--- src/rtl/err_compute_pkg.sv ---
`default_nettype none
// ============================================================================
// Module      : err_compute_pkg
// Description : Shared types and sizes for the IR-sensor error generator.
// Revision    : 1.0 - initial release
// ============================================================================
package err_compute_pkg;

    typedef enum logic [1:0] {
        IDLE = 2'd0,
        CONV = 2'd1,
        WAIT = 2'd2
    } ec_state_t;

    localparam int NUM_CHNL = 8;
    localparam int ACC_W    = 17;
    localparam int ERR_W    = 11;
    localparam int CHNL_W   = $clog2(NUM_CHNL);

endpackage
`default_nettype wire

--- src/rtl/err_compute_if.sv ---
`default_nettype none
// ============================================================================
// Module      : err_compute_if
// Description : Start/A2D/error-result bundle between err_compute and its peers.
// Revision    : 1.0 - initial release
// ============================================================================
interface err_compute_if #(
    parameter int SMPL_W = 12
);
    import err_compute_pkg::*;

    logic              start;
    logic              strt_cnv;
    logic [CHNL_W-1:0] chnl;
    logic              cnv_cmplt;
    logic [SMPL_W-1:0] smpl;
    logic              busy;
    logic [ERR_W-1:0]  err_sat;
    logic              err_vld;

    // master: requester and A2D side; slave: the error generator
    modport master (
        output start, cnv_cmplt, smpl,
        input  strt_cnv, chnl, busy, err_sat, err_vld
    );

    modport slave (
        input  start, cnv_cmplt, smpl,
        output strt_cnv, chnl, busy, err_sat, err_vld
    );

endinterface
`default_nettype wire

--- src/rtl/err_compute_sat_signed.sv ---
`default_nettype none
// ============================================================================
// Module      : sat_signed
// Description : Combinational signed saturator, IN_W bits down to OUT_W bits.
// Revision    : 1.0 - initial release
// ============================================================================
module sat_signed #(
    parameter int IN_W  = 17,
    parameter int OUT_W = 11
) (
    input  logic signed [IN_W-1:0]  i_din,
    output logic signed [OUT_W-1:0] o_dout
);

    generate
        if (IN_W > OUT_W) begin : g_clamp
            logic [IN_W-OUT_W:0] w_top;
            logic                w_in_range;

            // representable iff the discarded bits are all copies of the result sign
            assign w_top      = i_din[IN_W-1:OUT_W-1];
            assign w_in_range = (&w_top) | ~(|w_top);
            assign o_dout     = w_in_range ? i_din[OUT_W-1:0]
                                           : {i_din[IN_W-1], {(OUT_W-1){~i_din[IN_W-1]}}};
        end else begin : g_extend
            assign o_dout = OUT_W'(i_din);
        end
    endgenerate

endmodule
`default_nettype wire

--- src/rtl/err_compute.sv ---
`default_nettype none
// ============================================================================
// Module      : err_compute
// Description : Sequences eight A2D conversions, forms the weighted right-minus-
//               left sum, scales and saturates it into err_sat / err_vld.
// Revision    : 1.0 - initial release
// ============================================================================
module err_compute
    import err_compute_pkg::*;
#(
    parameter int SMPL_W    = 12,
    parameter int ERR_SHIFT = 3
) (
    input  logic         clk,
    input  logic         rst,
    err_compute_if.slave bus
);

    localparam logic [CHNL_W-1:0] c_LAST_CHNL = CHNL_W'(NUM_CHNL - 1);

    ec_state_t                r_state;
    ec_state_t                w_state_nxt;
    logic [CHNL_W-1:0]        r_chnl;
    logic signed [ACC_W-1:0]  r_accum;
    logic [ERR_W-1:0]         r_err_sat;
    logic                     r_err_vld;

    logic                     w_last;
    logic [ACC_W-1:0]         w_smpl_ext;
    logic signed [ACC_W-1:0]  w_term;
    logic signed [ACC_W-1:0]  w_acc_nxt;
    logic signed [ACC_W-1:0]  w_shifted;
    logic signed [ERR_W-1:0]  w_sat;

    assign w_last = (r_chnl == c_LAST_CHNL);

    // pair index is chnl>>1; odd channels are right sensors and add
    assign w_smpl_ext = {{(ACC_W-SMPL_W){1'b0}}, bus.smpl};
    assign w_term     = $signed(w_smpl_ext << r_chnl[CHNL_W-1:1]);
    assign w_acc_nxt  = r_chnl[0] ? (r_accum + w_term) : (r_accum - w_term);
    assign w_shifted  = w_acc_nxt >>> ERR_SHIFT;

    sat_signed #(
        .IN_W  (ACC_W),
        .OUT_W (ERR_W)
    ) u_sat (
        .i_din  (w_shifted),
        .o_dout (w_sat)
    );

    always_ff @(posedge clk or posedge rst) begin
        if (rst) begin
            r_state <= IDLE;
        end else begin
            r_state <= w_state_nxt;
        end
    end

    always_comb begin
        w_state_nxt = r_state;
        case (r_state)
            IDLE:    if (bus.start) w_state_nxt = CONV;
            CONV:    w_state_nxt = WAIT;
            WAIT:    if (bus.cnv_cmplt) w_state_nxt = w_last ? IDLE : CONV;
            default: w_state_nxt = IDLE;
        endcase
    end

    always_comb begin
        bus.strt_cnv = (r_state == CONV);
        bus.busy     = (r_state != IDLE);
    end

    always_ff @(posedge clk or posedge rst) begin
        if (rst) begin
            r_chnl    <= '0;
            r_accum   <= '0;
            r_err_sat <= '0;
            r_err_vld <= 1'b0;
        end else begin
            r_err_vld <= 1'b0;
            case (r_state)
                IDLE: begin
                    if (bus.start) begin
                        r_accum <= '0;
                        r_chnl  <= '0;
                    end
                end
                WAIT: begin
                    if (bus.cnv_cmplt) begin
                        r_accum <= w_acc_nxt;
                        if (w_last) begin
                            r_err_sat <= w_sat;
                            r_err_vld <= 1'b1;
                        end else begin
                            r_chnl <= r_chnl + CHNL_W'(1);
                        end
                    end
                end
                default: ;
            endcase
        end
    end

    assign bus.chnl    = r_chnl;
    assign bus.err_sat = r_err_sat;
    assign bus.err_vld = r_err_vld;

endmodule
`default_nettype wire

--- src/flat_wrapper.sv ---
// flat-port wrapper written by rule: the top's interface ports become plain ports
module err_compute_flat import err_compute_pkg::*;
#(
    parameter int SMPL_W    = 12,
    parameter int ERR_SHIFT = 3
)
  (clk, rst, bus_start, bus_cnv_cmplt, bus_smpl, bus_strt_cnv, bus_chnl, bus_busy, bus_err_sat, bus_err_vld);
  err_compute_if #(.SMPL_W(SMPL_W)) bus_i ();
  input  logic clk;
  input  logic rst;
  input wire logic [$bits(bus_i.start)-1:0] bus_start;
  input wire logic [$bits(bus_i.cnv_cmplt)-1:0] bus_cnv_cmplt;
  input wire logic [$bits(bus_i.smpl)-1:0] bus_smpl;
  output wire logic [$bits(bus_i.strt_cnv)-1:0] bus_strt_cnv;
  output wire logic [$bits(bus_i.chnl)-1:0] bus_chnl;
  output wire logic [$bits(bus_i.busy)-1:0] bus_busy;
  output wire logic [$bits(bus_i.err_sat)-1:0] bus_err_sat;
  output wire logic [$bits(bus_i.err_vld)-1:0] bus_err_vld;
  assign bus_i.start = bus_start;
  assign bus_i.cnv_cmplt = bus_cnv_cmplt;
  assign bus_i.smpl = bus_smpl;
  assign bus_strt_cnv = bus_i.strt_cnv;
  assign bus_chnl = bus_i.chnl;
  assign bus_busy = bus_i.busy;
  assign bus_err_sat = bus_i.err_sat;
  assign bus_err_vld = bus_i.err_vld;
  err_compute #(.SMPL_W(SMPL_W), .ERR_SHIFT(ERR_SHIFT)) u_core (.clk(clk), .rst(rst), .bus(bus_i));
endmodule
--- config.mk ---
export PLATFORM = sky130hd
export DESIGN_NAME = err_compute_flat
export DESIGN_NICKNAME = d
export VERILOG_FILES = /design/src/rtl/err_compute_pkg.sv /design/src/rtl/err_compute_if.sv /design/src/rtl/err_compute_sat_signed.sv /design/src/rtl/err_compute.sv /design/src/flat_wrapper.sv
export SDC_FILE = /design/constraint.sdc
export NUM_CORES = 1
export LEC_CHECK = 0
export ABC_AREA = 1
export ABC_CLOCK_PERIOD_IN_PS = 4100
export CAP_MARGIN = 20
export CORE_UTILIZATION = 24
export CTS_CLUSTER_SIZE = 24
export DETAILED_ROUTE_END_ITERATION = 8
export DONT_BUFFER_PORTS = 1
export PLACE_DENSITY_LB_ADDON = 0.2
export SYNTH_ARGS = -nofsm -noshare
export SYNTH_HDL_FRONTEND = slang
export SYNTH_SLANG_ARGS = --single-unit
--- constraint.sdc ---
create_clock -name clk -period 4.1 [get_ports clk]
set_input_delay 0.41 -clock clk [delete_from_list [all_inputs] [get_ports clk]]
set_output_delay 0.41 -clock clk [all_outputs]
set_load 0.05 [all_outputs]
---- Yosys cells after proc, flatten, opt, wreduce, memory -nomap -nowiden ----
Cells that the tools add are included.
word-level totals
  word-level logic and storage cells ...... 43
  flip-flop bits (word level) ............. 34
  input bits .............................. 16
  output and inout bits ................... 17
cells by class
  bitwise operators ....................... 3
  reductions and logical operators ........ 9
  add/subtract/negate cells ............... 3
  shift-type cells ........................ 1
  equal/unequal tests ..................... 6
  multiplexer cells ....................... 16
operators by type and width
  cell                                                             count
  17-bit 2-to-1 mux                                                3
  17-bit one-hot mux with 2 select lines                           1
  17-bit adder                                                     1
  12-bit by 2-bit left shift with 17-bit output                    1
  17-bit subtractor                                                1
  11-bit 2-to-1 mux                                                1
  3-bit 2-to-1 mux                                                 3
  4-bit AND reduction                                              2
  2-bit != test, second input constant                             3
  2-bit one-hot mux with 3 select lines                            1
  3-bit one-hot mux with 2 select lines                            1
  3-bit AND reduction                                              2
  1-bit 2-to-1 mux                                                 4
  2-bit 2-to-1 mux                                                 2
  2-bit nonzero test                                               2
  4-bit OR reduction                                               1
  3-bit by 1-bit adder with 3-bit output, second input constant    1
  3-bit == test, second input constant                             1
  2-bit by 1-bit == test with 1-bit output, second input constant  1
  2-bit == test, second input constant                             1
  2-bit zero test                                                  1
  1-bit inverter                                                   2
  2-bit AND reduction                                              1
  1-bit OR                                                         1

---- Depth between registers and ports, before layout ----
Gate-level depths: netlist (run 1).
  word-level depth ........................ 7
  depth in mapped cells ................... 26
  mapped depth without buffers ............ 25

---- Hierarchy ----
Synthesis (run 1) repeated with hierarchy kept, for this count alone.
unflattened totals
  cell total of the unflattened synthesis .. 447
  area total of the unflattened synthesis .. 3,016.6 µm²
by module, submodules not included
  module       area each (µm²)  cells an instance  times used  seq. area each (µm²)
  err_compute  2,852.7          412                1           850.8
  sat_signed   163.9            35                 1           0.0

---- Worst setup path before layout (run 1) ----
OpenSTA, ideal clock, no wires.
  path type ............................... reg-to-reg
  from .................................... reg u_core.r_chnl[2] (netlist: u_core.bus.chnl[2])
  to ...................................... reg u_core.r_err_sat[0] (netlist: u_core.bus.err_sat[0])
  period minus slack after synthesis ...... 3,631 ps
  library setup time ...................... 121 ps
  path slack .............................. 469 ps
  stages on the path, launching flop included .. 23
  required time ........................... 3,979 ps
  path buffers ............................ 1
  arrival time ............................ 3,510 ps
  cell sequence ........................... dfrtp_1 buf_2 nor2_1 inv_1 ha_1 inv_1 nor2_1 nand2_1 nand2_2 nand2_1 a21oi_1 nand2_1 xor2_1 ha_1 nand2_1 nor4_1 nand2_1 nand2b_1 nand3_2 nand2_2 nand4_4 nand2_8 a21oi_2
on the way
  word-level cells in the longest chain between the ends .. 7
  elaborated cells on any way between the ends .. 12
  those cells by class .................... add/sub (2); eq/ne (1); shift (1); mux (2); bitwise (3); reduce/logical (3)
ends and longest elaborated chain
  element                                                   RTL line                      source
  start: declaration                                        err_compute.sv:23             logic [CHNL_W-1:0] r_chnl;
  start signal: assignment                                  err_compute.sv:96             r_chnl <= r_chnl + CHNL_W'(1);
  12-bit by 2-bit left shift with 17-bit output             err_compute.sv:39             assign w_term = $signed(w_smpl_ext << r_chnl[CHNL_W-1:1]);
  17-bit subtractor / 17-bit adder (equally long branches)  err_compute.sv:40             assign w_acc_nxt = r_chnl[0] ? (r_accum + w_term) : (r_accum - w_term);
  17-bit 2-to-1 mux                                         err_compute.sv:40
  4-bit OR reduction                                        err_compute_sat_signed.sv:22  assign w_in_range = (&w_top) | ~(|w_top);
  1-bit inverter                                            err_compute_sat_signed.sv:22
  1-bit OR                                                  err_compute_sat_signed.sv:22
  11-bit 2-to-1 mux                                         err_compute_sat_signed.sv:23  assign o_dout = w_in_range ? i_din[OUT_W-1:0]
  end signal: assignment                                    err_compute.sv:93             r_err_sat <= w_sat;
  end: declaration                                          err_compute.sv:25             logic [ERR_W-1:0] r_err_sat;
Several ways; a longest one is shown, not always the timed one.
A chain may end at the register's enable or synchronous reset.

---- Worst setup path in the final report (run 1) ----
  from .................................... reg u_core.r_chnl[1] (netlist: u_core.bus.chnl[1])
  to ...................................... reg u_core.r_err_sat[8] (netlist: u_core.bus.err_sat[8])
The elaborated chain is that of the path after synthesis.

==> results.yml, run 1 <==
outcome:
  status: "finished, final reports clean"
power:
  leakage_nw: 1.73
  finalPower_mw: 2.80
  powerDensity_nw_per_um2: 819
  ir_drop_v: 0.000225
timing:
  hold_viol: 0
  fin_crit_ps: 3740
  slew_violations: 0
  slew_headroom_pct: 37.1
  rsz0062_at_grt: "false"
  clock.fmax_mhz: 268
  fin_crit_sh_pct: 91.2
  setup_viol: 0
  setup_ws_ps: 363
  worst_pin_slew_ps: 940
  setup_tns_ps: 0
  clock_skew_ps: 5.92
setup_path:
  critPathTopFamily: "simple AND/OR/NAND/NOR gates"
  worst_ep_arrival_time_ps: 3900
  cp_slowest_cell: "dfrtp_2"
  crit_fanout: 13
  timing.rr.start: "u_core.bus.chnl[1]"
  crit_cells: 23
  crit_chain: "inv_2 -> nand2_2 -> nor2_1 -> inv_1 -> ha_1 -> inv_1 -> nor2_1 -> nand2_1 -> nand2_2 -> nand2_1 -> xor2_1 -> inv_1 -> ha_1 -> nand2_1 -> o21ai_1 -> nand2_1 -> o211ai_1 -> nand2b_4 -> nand3_2 -> nand2_2 -> nand4_4 -> nand2_8 -> a21oi_2"
  reg2reg_slack_ps: 360
  reg2reg_to: "u_core.bus.err_sat[8]"
  cp_num_buf_inv: 4
  cp_slowest_stage_delay_ps: 450
  crit_required_ps: 4260
  crit_top_cell: "nand2_1"
  crit_type: "register to register"
  endpoint_kind: "register"
  r2r_cells: 23
  start_kind: "register"
die:
  start_util_pct: 24.6
  core_area_um2: 12000
  die-width_um: 113
  num_rows: 40
  dieHeight_um: 113
  ios: 33
  die_area_um2: 12700
global_routing:
  overflow: 0
  grt_max_degree: 35
  grt_pass1_vias: 2560
  gr-usage-all-layers_pct: 12.2
  grt_pass1_wl_mm: 12.5
  antenna_found_initial: 0
yosys:
  synth_seq_cells: 34
  synth_cell_type_count: 37
  synth_area_per_cell_um2: 7.34
  ys_seq_area_share_pct: 28.8
  syn-num-nets: 439
  synth_area_leaders: "dfrtp_1 (29%), nand2_1 (12%), ha_1 (8.5%)"
  synthCells: 402
  synth.cell_area_um2: 2950
  yosys.area.top_type: "dfrtp_1"
  yosys_warnings: 0
  ys.flop_type: "dfrtp_1"
  yosysTopAreaCellShare_pct: 28.8
  synth-async-reset-ratio_pct: 100
  synth-edff-count: 0
routing:
  dr_total_vias: 2618
  vias_per_cell: 4.64
  drt_iter0_markers: 100
  first_pass_iters: 4
  ant_nets: 0
  wire_per_inst_um: 13.2
  drt_wl_total_mm: 7.45
  drc: 0
placed_design:
  dp_slack_ps: 215
  port-buffer-count: 0
  dp_hpwl_mm: 6.02
  dpl_cell_area_um2: 3190
  gp_congestion: 0.838
clock_tree:
  clockBufferDepth: 2
  ctsHtreeMaxLevel: 2
  cts_tree: "done"
  clock_latency_ps: 280
  cts-buffers-inserted: 5
  clkSinkCount: 34
  cts-root-buf: "clkbuf_16"
  path_clk_slew_ps: 60
cells_and_area:
  finish.instance_area_um2: 3420
  nFillCells: 1336
  layout_commonest_cell: "nand2_1"
  drive_gt1_share_pct: 16.3
  diodes: 0
  final_cell_mix: "nand2_1 (92), nand3_1 (50), inv_1 (39), dfrtp_1 (33), nor2_1 (31)"
  finalNetCount: 453
  syn_to_final_growth_pct: 16.0
hold_path:
  min_path_type: "input pin to async pin"
job:
  maxCapViolCount: 0
## synth_stat cells (2+ instances only)
cell type,count
a22o_1,11
a21oi_1,17
o21bai_1,3
nand2_1,92
o22ai_1,2
clkbuf_1,4
buf_2,3
a21oi_2,10
xnor2_1,4
o21ai_0,15
xor2_1,21
nand4_1,4
a21o_1,3
nand3_1,50
nand2_2,13
dfrtp_1,34
inv_2,2
ha_1,20
inv_1,39
nand2_4,2
o21ai_1,2
nor2_1,33
nand3_2,4
## registers in the layout (all words and copies together) (netlist names)
signal and count:
u_core.bus.err_vld 1, u_core.r_accum 17, u_core.r_state 2, u_core.bus.chnl 3, u_core.bus.err_sat 11
## power by group
group	total [mW]	internal, mW	switching, mW	leakage, nW
Sequential	0.474	0.409	0.0652	0.458
Combinational	1.94	0.661	1.28	1.20
Clock	0.389	0.241	0.149	0.0729
## cell type report
cell class                 instances  area (um^2)  area share (%)
inverter                          42          158            4.61
clock buffer                       6          139            4.06
sequential                        34          852            24.9
timing repair buffer              15          113            3.29
clock inverter                     2         12.5           0.365
tap                              147          184            5.37
multi-input combinational        318         1970            57.4
## kinds of logic (layout without fill, tap and decap cells)
| family | Yosys count | after routing | share of synthesized area [%] |
|---|---|---|---|
| AO/OA/AOI/OAI | 68 | 68 | 15.3 |
| XOR/XNOR | 25 | 25 | 7.42 |
| AND/OR/NAND/NOR | 204 | 204 | 32.5 |
| buffers and inverters | 50 | 65 | 6.74 |
| adder cells (fa/ha/maj) | 21 | 21 | 9.16 |
| flip-flops | 34 | 34 | 28.8 |
## stage by stage
step / hold WS, ps / util [%] / instances
after global routing: 168 / 28.5 / 564
after global placement: 437 / 26.6 / 554
final: 121 / 28.5 / 564
after floorplan: 458 / - / 402
after CTS: 145 / 27.8 / 562
after detailed placement: 440 / 26.6 / 554
## metal layers
| layer | vias up | part of all wire [%] | wire length (um) | global-route usage [%] |
|---|---|---|---|---|
| li1 | 1372 | - | - | - |
| met1 | 1195 | 53 | 3930 | 17.9 |
| met2 | 49 | 42 | 3150 | 18.9 |
| met3 | 2 | 4.5 | 338 | 2.41 |
| met4 | 0 | 0.36 | 27 | 1.84 |
| met5 | - | 0 | 0 | 0 |
## repair_timing
| action | CTS | global route |
|---|---|---|
| setup endpoints to repair | 0 | 11 |
| setup buffers | 0 | 2 |
| gates resized for setup | 0 | 13 |
| hold buffers | 0 | 0 |
## how the worst max path moves through the flow
stage                            start                     to  slack, ps
CTS                 u_core.bus.chnl[1]  u_core.bus.err_sat[4]        150
detailed placement  u_core.bus.chnl[1]  u_core.bus.err_sat[4]        210
global placement    u_core.bus.chnl[1]  u_core.bus.err_sat[7]        240
finish              u_core.bus.chnl[1]  u_core.bus.err_sat[8]        360
floorplan           u_core.bus.chnl[2]  u_core.bus.err_sat[0]        470
global route        u_core.bus.chnl[1]  u_core.bus.err_sat[7]          3
Note: power is estimated with default switching activity, not from simulation.
==> inputs of run 2 (changes only) <==
CORE_UTILIZATION = 29   (was 24)
==> results.yml, run 2 (synthesis gave the netlist of run 1 again) <==
outcome:
  status: "finished, final reports clean"
global_routing:
  grt_pass1_vias: 2648
  grt_max_degree: 35
  antenna_found_initial: 0
  grt_pass1_wl_mm: 12.6
  overflow: 0
  gr-usage-all-layers_pct: 15.4
cells_and_area:
  diodes: 0
  finish.instance_area_um2: 3260
  largest_reg_flops: 17
  final_cell_mix: "nand2_1 (92), nand3_1 (50), inv_1 (39), dfrtp_1 (33), nor2_1 (32)"
  finalNetCount: 448
  syn_to_final_growth_pct: 10.6
  drive_gt1_share_pct: 13.8
  layout_commonest_cell: "nand2_1"
  finish.utilization_pct: 33.2
  largest_register: "u_core.r_accum"
routing:
  vias_per_cell: 4.82
  drt_wl_total_mm: 7.24
  wl_met1_mm: 3.66
  wl_met3_um: 263
  ant_nets: 0
  wl_met2_mm: 3.24
  dr_total_vias: 2628
  first_pass_iters: 4
  highest_layer: "met4"
  drc: 0
  wire_per_inst_um: 13.3
  drt_iter0_markers: 71
placed_design:
  port-buffer-count: 0
  dp_hpwl_mm: 5.82
  gp_congestion: 0.887
  dpl_cell_area_um2: 3150
  dp_slack_ps: 268
timing:
  rsz0062_at_grt: "false"
  hold_ws_ps: 103
  fin_crit_sh_pct: 90.9
  clock_skew_ps: 13.6
  hold_viol: 0
  fin_crit_ps: 3730
  clock.fmax_mhz: 268
  worst_pin_slew_ps: 920
  slew_headroom_pct: 38.4
  setup_tns_ps: 0
  slew_violations: 0
  setup_ws_ps: 372
  setup_viol: 0
setup_path:
  crit_top_cell: "nand2_1"
  cp_slowest_cell: "dfrtp_1"
  reg2reg_to: "u_core.bus.err_sat[1]"
  cp_slowest_stage_delay_ps: 400
  timing.rr.start: "u_core.bus.chnl[1]"
  endpoint_kind: "register"
  worst_ep_arrival_time_ps: 3910
  crit_fanout: 14
  start_kind: "register"
  cp_num_buf_inv: 2
  crit_chain: "buf_4 -> nand2_1 -> nand3_1 -> nand2_1 -> nand2_1 -> nor4_2 -> nand3_1 -> nor2_1 -> nand2_1 -> nand2_1 -> xnor2_1 -> inv_1 -> ha_1 -> a21oi_1 -> o21ai_1 -> nand2_1 -> o211ai_1 -> a21oi_1 -> nand3_2 -> nand2_2 -> nand4_4 -> nand2_8 -> a21oi_2"
  reg2reg_slack_ps: 370
  critPathTopFamily: "simple AND/OR/NAND/NOR gates"
  crit_required_ps: 4280
  crit_type: "register to register"
  r2r_cells: 23
die:
  die-width_um: 103
  die_area_um2: 10600
  num_rows: 36
  dieHeight_um: 103
  start_util_pct: 30.0
  ios: 33
  core_area_um2: 9820
clock_tree:
  cts-root-buf: "clkbuf_8"
  postCtsSetupBuffers: 0
  postCtsHoldBufs: 0
  clkSinkCount: 34
  path_clk_slew_ps: 90
  cts_tree: "done"
  cts-buffers-inserted: 5
  clock_latency_ps: 300
  ctsHtreeMaxLevel: 2
  clockBufferDepth: 2
power:
  leakage_nw: 1.67
  powerDensity_nw_per_um2: 803
  ir_drop_v: 0.000211
job:
  maxCapViolCount: 0
hold_path:
  min_path_type: "input pin to async pin"
-- run 2: changes by cell type in the layout (fill, tap and decap cells not counted), moves of 2 or more --
cell       change
clkbuf_16      -5
a21oi_1        +3
nor4_4         -2
buf_4          -5
a21oi_2        -3
clkbuf_8       +5
nor4_2         +2
-- run 2: cell type report --
cell class,count,area (um^2)
Inverter,42,160
Timing Repair Buffer,10,75.1
Tap cell,133,166
Sequential cell,34,852
Fill cell,1118,6560
Clock buffer,6,82.6
Multi-Input combinational cell,318,1910
Clock inverter,2,12.5
-- run 2: power by group --
part / switching, mW / internal [mW] / total, mW
logic: 1.26 / 0.617 / 1.88
clock network: 0.141 / 0.135 / 0.276
registers: 0.0617 / 0.407 / 0.469
-- run 2: worst reg2reg max path: cells and delay by family (launching register included) --
kind / cells / cell delay, ps
AOI/OAI and AO/OA: 5 / 690
xor gates and xnor gates: 1 / 120
buffers and inverters: 2 / 270
adders and majority gates: 1 / 350
DFF: 1 / 400
and+or+nand+nor: 14 / 1780
-- run 2: through the flow --
stage,cells,power (mW)
2_1_floorplan,402,1.92
3_3_place_gp,537,2.33
3_5_place_dp,537,2.34
4_1_cts,545,2.63
5_1_grt,545,2.92
6_report,545,2.62
-- run 2: worst max-delay path by stage --
stage | from | endpoint | slack, ps | cells after the start
after floorplan | u_core.bus.chnl[2] | u_core.bus.err_sat[0] | 470 | 22
after global placement | u_core.bus.chnl[2] | u_core.bus.err_sat[9] | 270 | 22
after detailed placement | u_core.bus.chnl[2] | u_core.bus.err_sat[6] | 270 | 22
after CTS | u_core.bus.chnl[2] | u_core.bus.err_sat[6] | 210 | 22
after global routing | u_core.bus.chnl[1] | u_core.bus.err_sat[4] | 7 | 25
final | u_core.bus.chnl[1] | u_core.bus.err_sat[1] | 370 | 23
-- run 2: what timing repair did --
action,4_1_cts,5_1_grt
hold endpoints to repair,0,0
endpoints found under the setup margin,0,10
resized for setup,0,6
-- run 2: layer usage --
| metal | GRT usage, % | up-vias |
|---|---|---|
| met5 | 0 | - |
| met4 | 4.01 | 0 |
| met3 | 2.51 | 8 |
| met2 | 25.7 | 50 |
| met1 | 20.6 | 1210 |
| li1 | - | 1360 |
==> inputs of run 3 (changes only) <==
--- a/config.mk
+++ b/config.mk
@@ -14,4 +14,5 @@
 export DONT_BUFFER_PORTS = 1
 export PLACE_DENSITY_LB_ADDON = 0.2
+export RECOVER_POWER = 50
 export SYNTH_ARGS = -nofsm -noshare
 export SYNTH_HDL_FRONTEND = slang
==> constraint.sdc (replaced) <==
create_clock -name clk -period 4.1 [get_ports clk]
set_input_delay 0.41 -clock clk [delete_from_list [all_inputs] [get_ports clk]]
set_output_delay 0.41 -clock clk [all_outputs]
set_load 0.1 [all_outputs]
==> results.yml, run 3 (synthesis gave the netlist of run 1 again) <==
routing:
  ant_nets: 0
  vias_per_cell: 4.84
  dr_total_vias: 2633
  drt_iter0_markers: 87
  drt_wl_total_mm: 7.01
  drc: 0
  first_pass_iters: 4
  wire_per_inst_um: 12.9
setup_path:
  crit_chain: "buf_4 -> nand2_1 -> nand2_1 -> nand2_1 -> ha_1 -> inv_1 -> nor2_1 -> inv_1 -> o21ai_0 -> xor2_1 -> inv_1 -> ha_1 -> nand2_1 -> inv_1 -> nand3_1 -> o21ai_1 -> a21oi_1 -> nand3_1 -> nand3_1 -> nand2_4 -> nand3_1 -> a21oi_2"
  endpoint_kind: "register"
  crit_required_ps: 4320
  crit_fanout: 14
  cp_slowest_cell: "o21ai_1"
  cp_num_buf_inv: 5
  cp_slowest_stage_delay_ps: 430
  crit_type: "register to register"
  reg2reg_slack_ps: 410
  reg2reg_to: "u_core.bus.err_sat[9]"
  timing.rr.start: "u_core.bus.chnl[1]"
  start_kind: "register"
  r2r_cells: 22
  critPathTopFamily: "simple AND/OR/NAND/NOR gates"
  worst_ep_arrival_time_ps: 3900
clock_tree:
  cts-root-buf: "clkbuf_8"
  clock_latency_ps: 290
  postCtsSetupBuffers: 0
  ctsHtreeMaxLevel: 2
  cts_tree: "done"
  path_clk_slew_ps: 80
  postCtsHoldBufs: 0
  clockBufferDepth: 2
  clkSinkCount: 34
  cts-buffers-inserted: 5
hold_path:
  min_to: "u_core.r_state[1]"
  hold_depth: 1
  min_from: "bus_cnv_cmplt"
  min_path_type: "input pin to register"
global_routing:
  antenna_found_initial: 0
  grt_pass1_wl_mm: 12.0
  overflow: 0
  grt_pass1_vias: 2519
  grt_max_degree: 35
  gr-usage-all-layers_pct: 14.6
die:
  die_area_um2: 10600
  num_rows: 36
  core_area_um2: 9820
  dieHeight_um: 103
  ios: 33
  die-width_um: 103
  start_util_pct: 30.0
power:
  power_frac_seq_pct: 17.5
  leakage_nw: 1.66
  pwr-share-comb_pct: 70.9
  p_int_mw: 1.21
  powerDensity_nw_per_um2: 839
  p_sw_mw: 1.53
  p_clk_share_pct: 11.6
  ir_drop_v: 0.000255
  swShare_pct: 55.7
placed_design:
  dp.cells: 537
  dp_hpwl_mm: 5.69
  dpl_cell_area_um2: 3150
  dp_slack_ps: 315
  gp_congestion: 0.880
  port-buffer-count: 0
outcome:
  violations: "capacitance limit, slew limit"
  status: "complete, but fails checks"
timing:
  slew_headroom_pct: -29.3
  setup_viol: 0
  hold_viol: 0
  slew_violations: 37
  clock_skew_ps: 13.3
  worst_pin_slew_ps: 1940
  fin_crit_sh_pct: 90.0
  rsz0062_at_grt: "false"
  clock.fmax_mhz: 271
  setup_ws_ps: 412
  setup_tns_ps: 0
  fin_crit_ps: 3690
cells_and_area:
  syn_to_final_growth_pct: 10.7
  finish.instance_area_um2: 3270
  final_cells: 544
  finish.utilization_pct: 33.3
  final_cell_mix: "nand2_1 (92), nand3_1 (50), inv_1 (39), dfrtp_1 (33), nor2_1 (31)"
  diodes: 0
  layout_commonest_cell: "nand2_1"
  finalNetCount: 448
  largest_register: "u_core.r_accum"
  largest_reg_flops: 17
  drive_gt1_share_pct: 12.9
job:
  maxCapViolCount: 2
-- run 3: cell types whose count changed in the layout (fill, tap and decap cells not counted) --
cell | before | now
clkinv_2 | 1 | 0
nor2_2 | 1 | 2
nor3_2 | 1 | 0
nor2_1 | 32 | 31
clkbuf_1 | 0 | 3
buf_4 | 10 | 7
bufinv_16 | 0 | 1
clkinvlp_4 | 1 | 0
nor3_1 | 0 | 1
-- run 3: through the flow --
stage | power (mW) | hold WS, ps
after floorplan | 2.00 | 458
after global placement | 2.42 | 435
after detailed placement | 2.42 | 438
after CTS | 2.75 | 127
after global routing | 3.02 | 219
final | 2.74 | 208
-- run 3: power by group through the flow --
stage          Clock, mW  Sequential, mW  Combinational [mW]
2_1_floorplan          0           0.523                1.47
3_3_place_gp           0           0.487                1.93
3_5_place_dp           0           0.485                1.93
4_1_cts            0.329           0.481                1.94
5_1_grt            0.342           0.490                2.19
6_report           0.318           0.480                1.94
-- run 3: routing by layer --
layer / track usage [%] / part of all wire (%) / vias up
li1: - / - / 1362
met1: 19.7 / 51 / 1203
met2: 23.7 / 43 / 57
met3: 2.44 / 4.4 / 11
met4: 4.77 / 1.8 / 0
met5: 0 / 0 / -
-- run 3: cell type report --
cell class	instances	area [um^2]
fillers	1095	6550
multi-input cells	318	1910
flip-flops and latches	34	852
well taps	133	166
inverters	42	160
clock buffers	6	82.6
repair buffers	10	63.8
clock inverters	1	30.0
-- run 3: worst max-delay path by stage --
| stage | start | to | slack [ps] | cells past startpoint |
|---|---|---|---|---|
| floorplan | u_core.bus.chnl[2] | u_core.bus.err_sat[0] | 120 | 22 |
| global placement | u_core.bus.chnl[2] | u_core.bus.err_sat[7] | 300 | 22 |
| detailed placement | u_core.bus.chnl[2] | u_core.bus.err_sat[9] | 320 | 22 |
| CTS | u_core.bus.chnl[2] | u_core.bus.err_sat[5] | 270 | 22 |
| global route | u_core.bus.chnl[1] | u_core.bus.err_sat[3] | 10 | 24 |
| finish | u_core.bus.chnl[1] | u_core.bus.err_sat[9] | 410 | 22 |
-- run 3: worst reg2reg max path: stages (launching register included) --
cell and delay (ps):
dfrtp_1 390, buf_4 190, nand2_1 80, nand2_1 50, nand2_1 90, ha_1 170
inv_1 40, nor2_1 130, inv_1 70, o21ai_0 180, xor2_1 200, inv_1 80
ha_1 360, nand2_1 70, inv_1 100, nand3_1 80, o21ai_1 430, a21oi_1 180
nand3_1 130, nand3_1 170, nand2_4 170, nand3_1 110, a21oi_2 120
-- run 3: what timing repair did --
action	4_1_cts	5_1_grt
endpoints found under the setup margin	0	10
hold endpoints to repair	0	0
resized for setup	0	6
